### src/rtl/fifo_rd_drain_if.sv
// FIFO read port plus downstream valid/ready stream of the read-side drain.
// master = drain block, slave = FIFO/downstream side.
interface fifo_rd_drain_if #(
  parameter int DWIDTH = 8
);
  logic              pop;
  logic              empty;
  logic [DWIDTH-1:0] rdata;
  logic              out_valid;
  logic [DWIDTH-1:0] out_data;
  logic              out_ready;

  modport master (
    output pop, out_valid, out_data,
    input  empty, rdata, out_ready
  );

  modport slave (
    input  pop, out_valid, out_data,
    output empty, rdata, out_ready
  );
endinterface

### src/rtl/fifo_rd_drain.sv
// Async-FIFO read-side drain: pops into a 2-entry output buffer (1-cycle latency,
// out_ready never reaches pop) with flush-discard mode; RD_WORD_CNT_EN adds word_cnt.
module fifo_rd_drain #(
  parameter int DWIDTH   = 8
`ifdef RD_WORD_CNT_EN
  , parameter int CNTWIDTH = 16
`endif
) (
  input  logic                rclk,
  input  logic                reset,
  input  logic                en,
  input  logic                flush,
  fifo_rd_drain_if.master     bus,
  output logic                busy,
  output logic                flush_done
`ifdef RD_WORD_CNT_EN
  , output logic [CNTWIDTH-1:0] word_cnt
`endif
);

  typedef enum logic [1:0] {IDLE, RUN, FLUSH} state_t;

  state_t            state_q, state_d;
  logic [1:0]        cnt_q, cnt_d;
  logic [DWIDTH-1:0] ent0_q, ent0_d;
  logic [DWIDTH-1:0] ent1_q, ent1_d;
  logic              flush_done_q, flush_done_d;
  logic              pop_c;
  logic              enq;
  logic              deq;

  // Pop depends only on registered occupancy, so downstream ready is off this path.
  always_comb begin
    pop_c = 1'b0;
    case (state_q)
      RUN:     pop_c = !bus.empty && (cnt_q < 2'd2);
      FLUSH:   pop_c = !bus.empty;
      default: pop_c = 1'b0;
    endcase
  end

  assign enq = (state_q == RUN) && pop_c;
  assign deq = (cnt_q != 2'd0) && bus.out_ready;

  always_comb begin
    state_d      = state_q;
    flush_done_d = 1'b0;
    case (state_q)
      IDLE: begin
        if (flush)   state_d = FLUSH;
        else if (en) state_d = RUN;
      end
      RUN: begin
        if (flush)    state_d = FLUSH;
        else if (!en) state_d = IDLE;
      end
      FLUSH: begin
        if (bus.empty) begin
          state_d      = IDLE;
          flush_done_d = 1'b1;
        end
      end
      default: state_d = IDLE;
    endcase
  end

  always_comb begin
    cnt_d  = cnt_q;
    ent0_d = ent0_q;
    ent1_d = ent1_q;
    if ((state_d == FLUSH) && (state_q != FLUSH)) begin
      cnt_d  = 2'd0;
      ent0_d = '0;
      ent1_d = '0;
    end else begin
      case ({enq, deq})
        2'b10: begin
          if (cnt_q == 2'd0) ent0_d = bus.rdata;
          else               ent1_d = bus.rdata;
          cnt_d = cnt_q + 2'd1;
        end
        2'b01: begin
          ent0_d = (cnt_q == 2'd2) ? ent1_q : '0;
          ent1_d = '0;
          cnt_d  = cnt_q - 2'd1;
        end
        // Only reachable with cnt == 1: the new word replaces the departing head.
        2'b11:   ent0_d = bus.rdata;
        default: ;
      endcase
    end
  end

  always_ff @(posedge rclk or posedge reset) begin
    if (reset) begin
      state_q      <= IDLE;
      cnt_q        <= 2'd0;
      ent0_q       <= '0;
      ent1_q       <= '0;
      flush_done_q <= 1'b0;
    end else begin
      state_q      <= state_d;
      cnt_q        <= cnt_d;
      ent0_q       <= ent0_d;
      ent1_q       <= ent1_d;
      flush_done_q <= flush_done_d;
    end
  end

  assign bus.pop       = pop_c;
  assign bus.out_valid = (cnt_q != 2'd0);
  assign bus.out_data  = ent0_q;
  assign busy          = (state_q != IDLE) || (cnt_q != 2'd0);
  assign flush_done    = flush_done_q;

`ifdef RD_WORD_CNT_EN
  logic [CNTWIDTH-1:0] word_cnt_q, word_cnt_d;

  always_comb begin
    word_cnt_d = word_cnt_q;
    if (deq) word_cnt_d = word_cnt_q + CNTWIDTH'(1);
  end

  always_ff @(posedge rclk or posedge reset) begin
    if (reset) word_cnt_q <= '0;
    else       word_cnt_q <= word_cnt_d;
  end

  assign word_cnt = word_cnt_q;
`endif

endmodule
### src/flat_wrapper.sv
// flat-port wrapper written by rule: the top's interface ports become plain ports
module fifo_rd_drain_flat 
#(
  parameter int DWIDTH   = 8

)
  (rclk, reset, en, flush, busy, flush_done, bus_pop, bus_out_valid, bus_out_data, bus_empty, bus_rdata, bus_out_ready);
  fifo_rd_drain_if #(.DWIDTH(DWIDTH)) bus_i ();
  input  logic rclk;
  input  logic reset;
  input  logic en;
  input  logic flush;
  output logic busy;
  output logic flush_done;
  output wire logic [$bits(bus_i.pop)-1:0] bus_pop;
  output wire logic [$bits(bus_i.out_valid)-1:0] bus_out_valid;
  output wire logic [$bits(bus_i.out_data)-1:0] bus_out_data;
  input wire logic [$bits(bus_i.empty)-1:0] bus_empty;
  input wire logic [$bits(bus_i.rdata)-1:0] bus_rdata;
  input wire logic [$bits(bus_i.out_ready)-1:0] bus_out_ready;
  assign bus_pop = bus_i.pop;
  assign bus_out_valid = bus_i.out_valid;
  assign bus_out_data = bus_i.out_data;
  assign bus_i.empty = bus_empty;
  assign bus_i.rdata = bus_rdata;
  assign bus_i.out_ready = bus_out_ready;
  fifo_rd_drain #(.DWIDTH(DWIDTH)) u_core (.rclk(rclk), .reset(reset), .en(en), .flush(flush), .bus(bus_i), .busy(busy), .flush_done(flush_done));
endmodule
### config.mk
export PLATFORM = sky130hd
export DESIGN_NAME = fifo_rd_drain_flat
export DESIGN_NICKNAME = d
export VERILOG_FILES = /design/src/rtl/fifo_rd_drain_if.sv /design/src/rtl/fifo_rd_drain.sv /design/src/flat_wrapper.sv
export SDC_FILE = /design/constraint.sdc
export NUM_CORES = 1
export LEC_CHECK = 0
export ABC_AREA = 1
export CAP_MARGIN = 10
export CORE_UTILIZATION = 25
export DETAILED_ROUTE_END_ITERATION = 12
export SLEW_MARGIN = 20
export SYNTH_ARGS = -nofsm -noshare
export SYNTH_HDL_FRONTEND = slang
export SYNTH_SLANG_ARGS = --single-unit
export TNS_END_PERCENT = 30
### constraint.sdc
create_clock -name rclk -period 4.2 [get_ports rclk]
set_input_delay 0.42 -clock rclk [delete_from_list [all_inputs] [get_ports rclk]]
set_output_delay 0.42 -clock rclk [all_outputs]
set_load 0.005 [all_outputs]
== Word-level counts from Yosys, hierarchy flattened ==
Index checks and enable logic that the tools add are counted.

* Flip-flop bits (word level): 21
* Word-level logic and storage cells: 50

* $add $sub $neg: 2
* $lt $le $gt $ge: 1
* Equality and inequality tests: 10
* Multiplexer cells: 18
* Reduce and logical (&&, ||, !) cells: 14

{| class="wikitable"
|+ Operators with widths
! cell !! number
|-
| 2-to-1 mux 8 bit || 5
|-
| case mux 8 bit (3 select lines) || 1
|-
| case mux 8 bit (2 select lines) || 1
|-
| 2-to-1 mux 2 bit || 6
|-
| equality test 2 bit (second input constant) || 5
|-
| case mux 2 bit (3 select lines) || 1
|-
| equality test 2 x 1 -> 1 bit (second input constant) || 2
|-
| logical AND 1 bit || 4
|-
| logical NOT 2 bit || 2
|-
| case mux 2 bit (2 select lines) || 1
|-
| AND reduction 2 bit || 2
|-
| nonzero test 2 bit || 2
|-
| nonzero test 4 bit || 1
|-
| inequality test 3 x 1 -> 1 bit (second input constant) || 1
|-
| inequality test 3 x 2 -> 1 bit (second input constant) || 1
|-
| nonzero test 3 bit || 1
|-
| adder 2 x 1 -> 2 bit (second input constant) || 1
|-
| < comparator 2 bit (second input constant) || 1
|-
| 2-to-1 mux 1 bit || 2
|-
| inequality test 2 bit (second input constant) || 1
|-
| case mux 1 bit (2 select lines) || 1
|-
| subtractor 2 x 1 -> 2 bit (second input constant) || 1
|-
| logical NOT 1 bit || 1
|-
| logical OR 1 bit || 1
|}

== Depth between registers and ports, before layout ==
Gate-level depths: netlist of run 1.

* Depth in word-level cells: 7
* Depth in mapped cells: 14
* Gate-level depth less buffers: 13

== Worst setup path after synthesis of run 1 ==
No wires, ideal clock.

* Kind: register to register
* Start point: reg u_core.state_q[0]
* End point: reg u_core.cnt_q[1]
* Data arrival time: 1909 ps
* Data required time: 4077 ps
* Slack: 2168 ps
* Cell stages (with the launch flop): 13
* Clock period less this slack: 2032 ps
* Cells stage by stage: dfrtp_1 inv_1 ha_1 nand2_1 a21boi_1 nand2_1 ha_1 buf_2 inv_2 nand2_1 a21oi_1 xor2_1 nor2_1

* Longest elaborated chain between the ends: 6
* Elaborated cells on any way between the ends: 19
* Classes of those cells: 6 x eq/ne; 9 x mux; 4 x reduce/logical

{| class="wikitable"
|+ Ends and longest elaborated chain
! element !! RTL line !! source
|-
| start, declared || fifo_rd_drain.sv:23 || <nowiki>state_t state_q, state_d;</nowiki>
|-
| start signal, assigned || fifo_rd_drain.sv:102 || <nowiki>state_q <= state_d;</nowiki>
|-
| equality test 2 bit / equality test 2 x 1 -> 1 bit (equally long branches) || fifo_rd_drain.sv:35 || <nowiki>case (state_q)</nowiki>
|-
| case mux 1 bit (2 select lines) (*) || fifo_rd_drain.sv:35 ||
|-
| named net bus_pop || flat_wrapper.sv:15 || <nowiki>output wire logic [$bits(bus_i.pop)-1:0] bus_pop;</nowiki>
|-
| logical AND 1 bit (*) || fifo_rd_drain.sv:42 || <nowiki>assign enq = (state_q == RUN) && pop_c;</nowiki>
|-
| equality test 2 x 1 -> 1 bit / equality test 2 bit (equally long branches) || fifo_rd_drain.sv:76 || <nowiki>case ({enq, deq})</nowiki>
|-
| case mux 2 bit (2 select lines) || fifo_rd_drain.sv:76 ||
|-
| 2-to-1 mux 2 bit || fifo_rd_drain.sv:71 || <nowiki>if ((state_d == FLUSH) && (state_q != FLUSH)) begin</nowiki>
|-
| end signal, assigned || fifo_rd_drain.sv:103 || <nowiki>cnt_q <= cnt_d;</nowiki>
|-
| end, declared || fifo_rd_drain.sv:24 || <nowiki>logic [1:0] cnt_q, cnt_d;</nowiki>
|}

The timed path passes the listed nets; every way through them passes the cells marked *.
A chain may end at the register's enable or synchronous reset.

== Worst setup path in the final report of run 1 ==
* Start point: reg u_core.state_q[0]
* End point: out bus_pop

* Longest elaborated chain between the ends: 2
* Elaborated cells on any way between the ends: 3
* Classes of those cells: 2 x eq/ne; 1 x mux

{| class="wikitable"
|+ Ends and longest elaborated chain
! element !! RTL line
|-
| equality test 2 bit / equality test 2 x 1 -> 1 bit (equally long branches) || fifo_rd_drain.sv:35
|-
| case mux 1 bit (2 select lines) (*) || fifo_rd_drain.sv:35
|-
| end, declared || flat_wrapper.sv:15
|}

Every way passes the cells marked *; elsewhere a longest branch is shown, timed or not.

==> metrics.cfg, run 1 <==
[cts]
cts_buffers=3
cts_tree=built
numClockSinks=21
clkTransAtPathRegs_ns=0.08
htree_levels=1
clkLatencyLatePin_ns=0.27
postCtsSetupBuffers=0
root_buffer=clkbuf_8
cts_resized=0
cts_hold_buf=0
clockBufferDepth=2

[placement]
dpl_cell_area_um2=1663
dp_hpwl_um=2144
gp_congestion=0.7686
port_buffers=25
dp_slack_ns=1.806

[synthesis]
ys_seq_elements=21
synth-simple-area-share=0.3355
synth-adder-area-share=0.05515
synth_top_family_by_area=simple AND/OR/NAND/NOR gates
ys_types=21
syn_inst=183
synth_mux_area_frac=0
yosysWarnings=0
ys_seq_area_frac=0.3860
syn_area_per_cell_um2=7.439
synth-compound-area-share=0.09007
synth_fp_nets=203
synth_xor_area_frac=0.01287
syn-cell-area_um2=1361

[worst_setup_path]
end_kind=primary output
crit_path_cell_trace=inv_1, ha_1, nand2_1, a21boi_1, clkdlybuf4s50_1
arrival_ns=1.84
crit_type=flop to primary output
crit_path_max_incr_delay_ns=0.54
reg2reg_depth=11
critical_path_buf_inv_count=2
worstSetupStartpointType=flop
cp.required_ns=3.78
r2r_end=u_core.cnt_q[1]
r2r-start=u_core.state_q[0]
ff2ff_setup_slack_ns=1.94
cp_max_fo=5
critPathSlowestCell=clkdlybuf4s50_1
critPathTopFamily=buffers and inverters

[global_route]
grt_pass1_wl_um=5030
grt_max_degree=22
grt_overflow_total=0
antenna_found_initial=0
grt_pass1_vias=1153
track_usage=0.1161

[final_layout]
n_fill_cell=557
regArea_um2=525.5
area_growth_pct=25.55
final_cell_area_um2=1709
fin_nets=230
drive_above_1_share=0.1435
antennaDiodeCount=0
multi_input_area_um2=671.9

[drt]
drt_iter0_markers=58
postRouteAntennaNets=0
vias_per_cell=4.240
wl_per_cell_um=10.44
first_pass_iters=4
vias=1183
routed_wl_um=2913
drc=0

[floorplan]
placementRows=26
start_util=0.2632
fp.dieW_um=75.79
dieArea_um2=5744
core_um2=5172
die_h_um=75.79
io_pins=26

[sta]
finClkSkew_ns=0.007789
max_freq_ghz=0.4416
worst_pin_slew_ns=0.8126
timing.slew.headroom=0.4577
slew_viol_final=0
hold_viol_final=0
finalSetupViolations=0
finalSetupTns_ns=0
period_needed_ns=2.265
setup_ws_ns=1.935
finalCritPeriodShare=0.5392
rsz0062_at_grt=no

[job]
maxCapViolCount=0

[pwr]
power_frac_comb=0.550
power_switching_w=0.0004499
powerDensity_nw_per_um2=613.2
p_clk_frac=0.130
seqPwrFrac=0.320
power.internal_w=0.0005980
p_leak_nw=0.8560
swShare=0.4293
vdd_ir_drop_max_v=0.0002860

[hold_path]
hold_path.class=input pin to async pin

[run_status]
status=finished clean

power groups by stage:
stage | combinational [W] | sequential, W | clock, W
after floorplan | 0.000412 | 0.000333 | 0
after global placement | 0.000575 | 0.000342 | 0
after detailed placement | 0.000582 | 0.000341 | 0
after CTS | 0.000585 | 0.000337 | 0.000142
after global routing | 0.000671 | 0.000346 | 0.000150
final | 0.000576 | 0.000335 | 0.000137
placed cells by master, fill, tap and decap left out, types with 2 or more instances in the layout:
cell / synthesis / routed
nand4_1: 2 / 2
o21ai_0: 8 / 8
inv_1: 28 / 28
o21ai_2: 8 / 8
nand2_2: 3 / 3
nor2_2: 4 / 4
inv_2: 6 / 6
clkbuf_8: 0 / 3
nand3_1: 13 / 13
dfrtp_1: 21 / 21
ha_1: 6 / 6
nand2_4: 3 / 3
nor2_1: 16 / 16
nand2_1: 56 / 56
clkdlybuf4s50_1: 0 / 25
xor2_1: 2 / 2
metrics by stage:
step | cells | util | power [W] | hold WS (ns)
after floorplan | 183 | - | 0.0007458 | 0.3965
after global placement | 275 | 0.3215 | 0.0009168 | 0.5885
after detailed placement | 275 | 0.3215 | 0.0009226 | 0.5997
after CTS | 279 | 0.3304 | 0.001064 | 0.6186
after global routing | 279 | 0.3304 | 0.001167 | 0.6497
final | 279 | 0.3304 | 0.001048 | 0.6153
cell usage after synthesis:
cell      instances  area, µm²
buf_6             1      11.26
buf_2             1      5.000
nor2_2            4      25.02
buf_12            1      20.02
nand3_1          13      65.06
nand2_2           3      18.77
inv_2             6      22.52
nand2_1          56      210.2
xor2_1            2      17.52
inv_1            28      105.1
o21ai_0           8      40.04
nand3b_4          1      20.02
nand2_4           3      33.78
nor2_4            1      11.26
ha_1              6      75.07
nand4_1           2      12.51
nor2_1           16      60.06
o21ai_2           8      70.07
dfrtp_1          21      525.5
a21boi_1          1      7.510
a21oi_1           1      5.000
registers in the layout, indices dropped and copies added, names as in the netlist:
signal               flops
u_core.bus.out_data      8
u_core.cnt_q             2
u_core.state_q           2
u_core.flush_done        1
u_core.ent1_q            8
layer usage:
layer  track usage  vias up  share of wire
met5             0        -              0
met4       0.03292        0          0.011
met3       0.02910        6          0.056
met2        0.2026       35           0.46
met1        0.1412      537           0.47
li1              -      605              -
final cells by class:
class / count / area share
clock inverter: 1 / 0.002928
clock buffer: 3 / 0.02416
timing repair buffer: 25 / 0.1464
tap: 70 / 0.05124
multi-input combinational: 125 / 0.3931
inverter: 34 / 0.07467
sequential: 21 / 0.3075
cells by family after synthesis:
kind of cell,Yosys count
adder cells (fa/ha/maj),6
flip-flops,21
XOR/XNOR,2
buffers and inverters,37
AO/OA/AOI/OAI,18
AND/OR/NAND/NOR,99
worst register-to-register path: stages (launching register included):
cell and delay (ns):
dfrtp_1 0.43, inv_1 0.12, ha_1 0.23, nand2_1 0.08
a21boi_1 0.18, nand2_1 0.10, ha_1 0.33, inv_2 0.20
nand2_1 0.07, a21oi_1 0.18, xor2_1 0.16, nor2_1 0.06
how the worst max path moves through the flow:
stage | startpoint | to | slack, ns | cells after the start
floorplan | u_core.state_q[0] | u_core.cnt_q[1] | 2.17 | 12
global placement | bus_empty | u_core.cnt_q[1] | 1.88 | 11
detailed placement | bus_empty | u_core.cnt_q[1] | 1.81 | 11
CTS | u_core.state_q[0] | bus_pop | 1.92 | 5
global route | u_core.state_q[0] | u_core.bus.out_data[6] | 1.64 | 13
finish | u_core.state_q[0] | bus_pop | 1.94 | 5
Power figures use the tool's default switching activity.
==> run 2, diff against run 1 <==
==> constraint.sdc (replaced) <==
create_clock -name rclk -period 1.9 [get_ports rclk]
set_input_delay 0.19 -clock rclk [delete_from_list [all_inputs] [get_ports rclk]]
set_output_delay 0.19 -clock rclk [all_outputs]
set_load 0.005 [all_outputs]
==> run 2 against run 1 <==
Effect of this change: worst setup slack worse by 1.9 ns; core utilization up 8.3 points; register-to-register slack got worse by 1.9 ns; first-iteration DRC count up 100%; via count grew 6.8%; worst hold slack got worse by 0.36 ns; combinational power grew to 3.4 times the previous value; sequential power is 120% higher; highest routed layer unchanged; die area is the same; final area increased by 25%; global-route usage up 0.56 points; critical path depth rose by 8.
==> metrics.cfg, run 2 (same netlist as run 1, synthesis figures left out) <==
[global_route]
track_usage=0.1217  ; +0.005584
grt_overflow_total=0  ; unchanged
grt_pass1_vias=1221  ; +5.9%
grt_max_degree=22  ; unchanged
grt_pass1_wl_um=5395  ; +7.3%
antenna_found_initial=0  ; unchanged

[worst_setup_path]
crit_type=flop to flop
arrival_ns=2.08  ; +0.24 ns
worstSetupStartpointType=flop
cp_max_fo=5  ; unchanged
cp.required_ns=2.10  ; -1.68 ns
end_kind=flop

[cts]
cts_hold_buf=0  ; unchanged
root_buffer=clkbuf_8
cts_buffers=3  ; unchanged
cts_tree=built
htree_levels=1  ; unchanged
clkLatencyLatePin_ns=0.26  ; about the same
clockBufferDepth=2  ; unchanged
clkTransAtPathRegs_ns=0.08  ; about the same
numClockSinks=21  ; unchanged

[placement]
gp_congestion=0.8008  ; +4.2%
port_buffers=25  ; unchanged
place_inst=293  ; +6.5%
dp_hpwl_um=2324  ; +8.4%

[pwr]
power_frac_comb=0.652  ; +0.102
vdd_ir_drop_max_v=0.0004919  ; +72%
powerDensity_nw_per_um2=1381  ; +130%
seqPwrFrac=0.247  ; -0.073
p_clk_frac=0.100  ; -0.030
power.internal_w=0.001720  ; +190%
power_switching_w=0.001231  ; +170%
p_leak_nw=1.042  ; +22%
swShare=0.4172  ; -0.01216

[sta]
hold_viol_final=0  ; unchanged
slew_viol_final=0  ; unchanged
worst_pin_slew_ns=0.4082  ; -0.4044 ns
timing.hold.ws_ns=0.2549  ; -0.3603 ns
finClkSkew_ns=0.003528  ; -0.004261 ns
finalSetupViolations=0  ; unchanged
finalCritPeriodShare=0.9928
period_needed_ns=1.886
timing.slew.headroom=0.7272  ; +0.2695
rsz0062_at_grt=yes
max_freq_ghz=0.5301

[drt]
first_pass_iters=4  ; unchanged
vias=1263  ; +6.8%
vias_per_cell=4.101  ; -3.3%
drt_iter0_markers=116  ; +100%
routed_wl_um=3438  ; +18%
wl_per_cell_um=11.16  ; +6.9%
postRouteAntennaNets=0  ; unchanged
drc=0  ; unchanged

[run_status]
status=finished clean

[final_layout]
final_common_cell=nand2_1
antennaDiodeCount=0  ; unchanged
area_growth_pct=56.99
fin_cells=308  ; +10%
final_cell_mix=nand2_1 (46), inv_1 (25), clkdlybuf4s50_1 (24), buf_4 (22), dfrtp_1 (21)
drive_above_1_share=0.3697  ; +0.2262
fin_nets=259  ; +13%

[job]
maxCapViolCount=0  ; unchanged

[hold_path]
hold_path.class=input pin to async pin

[floorplan]
core_um2=5172  ; unchanged
fp.dieW_um=75.79  ; unchanged
die_h_um=75.79  ; unchanged
start_util=0.2632  ; unchanged
io_pins=26  ; unchanged
dieArea_um2=5744  ; unchanged
placementRows=26  ; unchanged

-- run 2: cell types whose count changed in the layout (fill, tap and decap cells not counted), moves of 2 or more --
cell,before,now
nand2_2,3,12
o21ai_0,8,1
buf_12,0,2
o21ai_2,8,15
nand2_8,0,2
buf_4,0,22
buf_6,0,2
inv_4,0,2
ha_4,0,5
ha_1,6,1
inv_1,28,25
nand2_1,56,46
-- run 2: critical path, stage by stage, from the launching register on --
cell	delay [ns]
dfrtp_1	0.40
inv_2	0.09
ha_4	0.26
a21boi_4	0.17
nand2_2	0.09
ha_4	0.19
buf_8	0.14
inv_8	0.07
nand2_1	0.09
o21ai_2	0.07
nand2_1	0.08
nand2_1	0.06
inv_1	0.04
nor2_1	0.08
-- run 2: through the flow --
stage	setup TNS [ns]	utilization	power [W]	cell area, µm²	worst slack [ns]
2_1_floorplan	-0.01487	-	0.001701	1398	-0.01487
3_3_place_gp	-1.485	0.3558	0.002293	1841	-0.1770
3_5_place_dp	-1.720	0.3558	0.002305	1841	-0.2117
4_1_cts	0	0.3745	0.002691	1937	0.03078
5_1_grt	-1.229	0.4132	0.003213	2137	-0.1147
6_report	0	0.4132	0.002951	2137	0.01370
-- run 2: timing repair --
action	CTS	global route
resized for setup	6	40
cloned	0	2
endpoints found under the setup margin	16	17
pin swaps	2	12
setup buffers	2	7
-- run 2: final cells by class --
type	count	area, µm²
inverters	34	137.6
well taps	70	87.58
clock buffers	3	41.29
repair buffers	52	491.7
multi-input cells	126	842.1
fillers	501	3035
repair inverters	1	6.256
flip-flops and latches	21	525.5
clock inverters	1	5.005
-- run 2: final timing paths --
check                             startpoint                      to  slack (ns)  depth (start not counted)
hold reg to reg             u_core.ent1_q[0]        u_core.ent1_q[0]        0.62                          4
setup / recovery           u_core.state_q[0]  u_core.bus.out_data[1]        0.01                         13
hold / removal                         reset  u_core.bus.out_data[3]        0.25                          3
min in group rclk                  bus_empty       u_core.flush_done        0.53                          3
setup reg to reg           u_core.state_q[0]  u_core.bus.out_data[1]        0.01                         13
max in group asynchronous              reset  u_core.bus.out_data[6]        1.42                          3
-- run 2: power by group through the flow --
stage	combinational [W]	clock (W)	sequential, W
after CTS	0.00165	0.000306	0.000731
after floorplan	0.000962	0	0.000739
final	0.00193	0.000296	0.000729
after global placement	0.00156	0	0.000733
after detailed placement	0.00157	0	0.000736
after global routing	0.00214	0.000321	0.000753
-- run 2: layer usage --
metal / global-route usage / vias up / share of wire
li1: - / 668 / -
met1: 0.1635 / 581 / 0.46
met2: 0.2075 / 12 / 0.51
met3: 0.01455 / 2 / 0.024
met4: 0.03086 / 0 / 0.0055
met5: 0 / - / 0
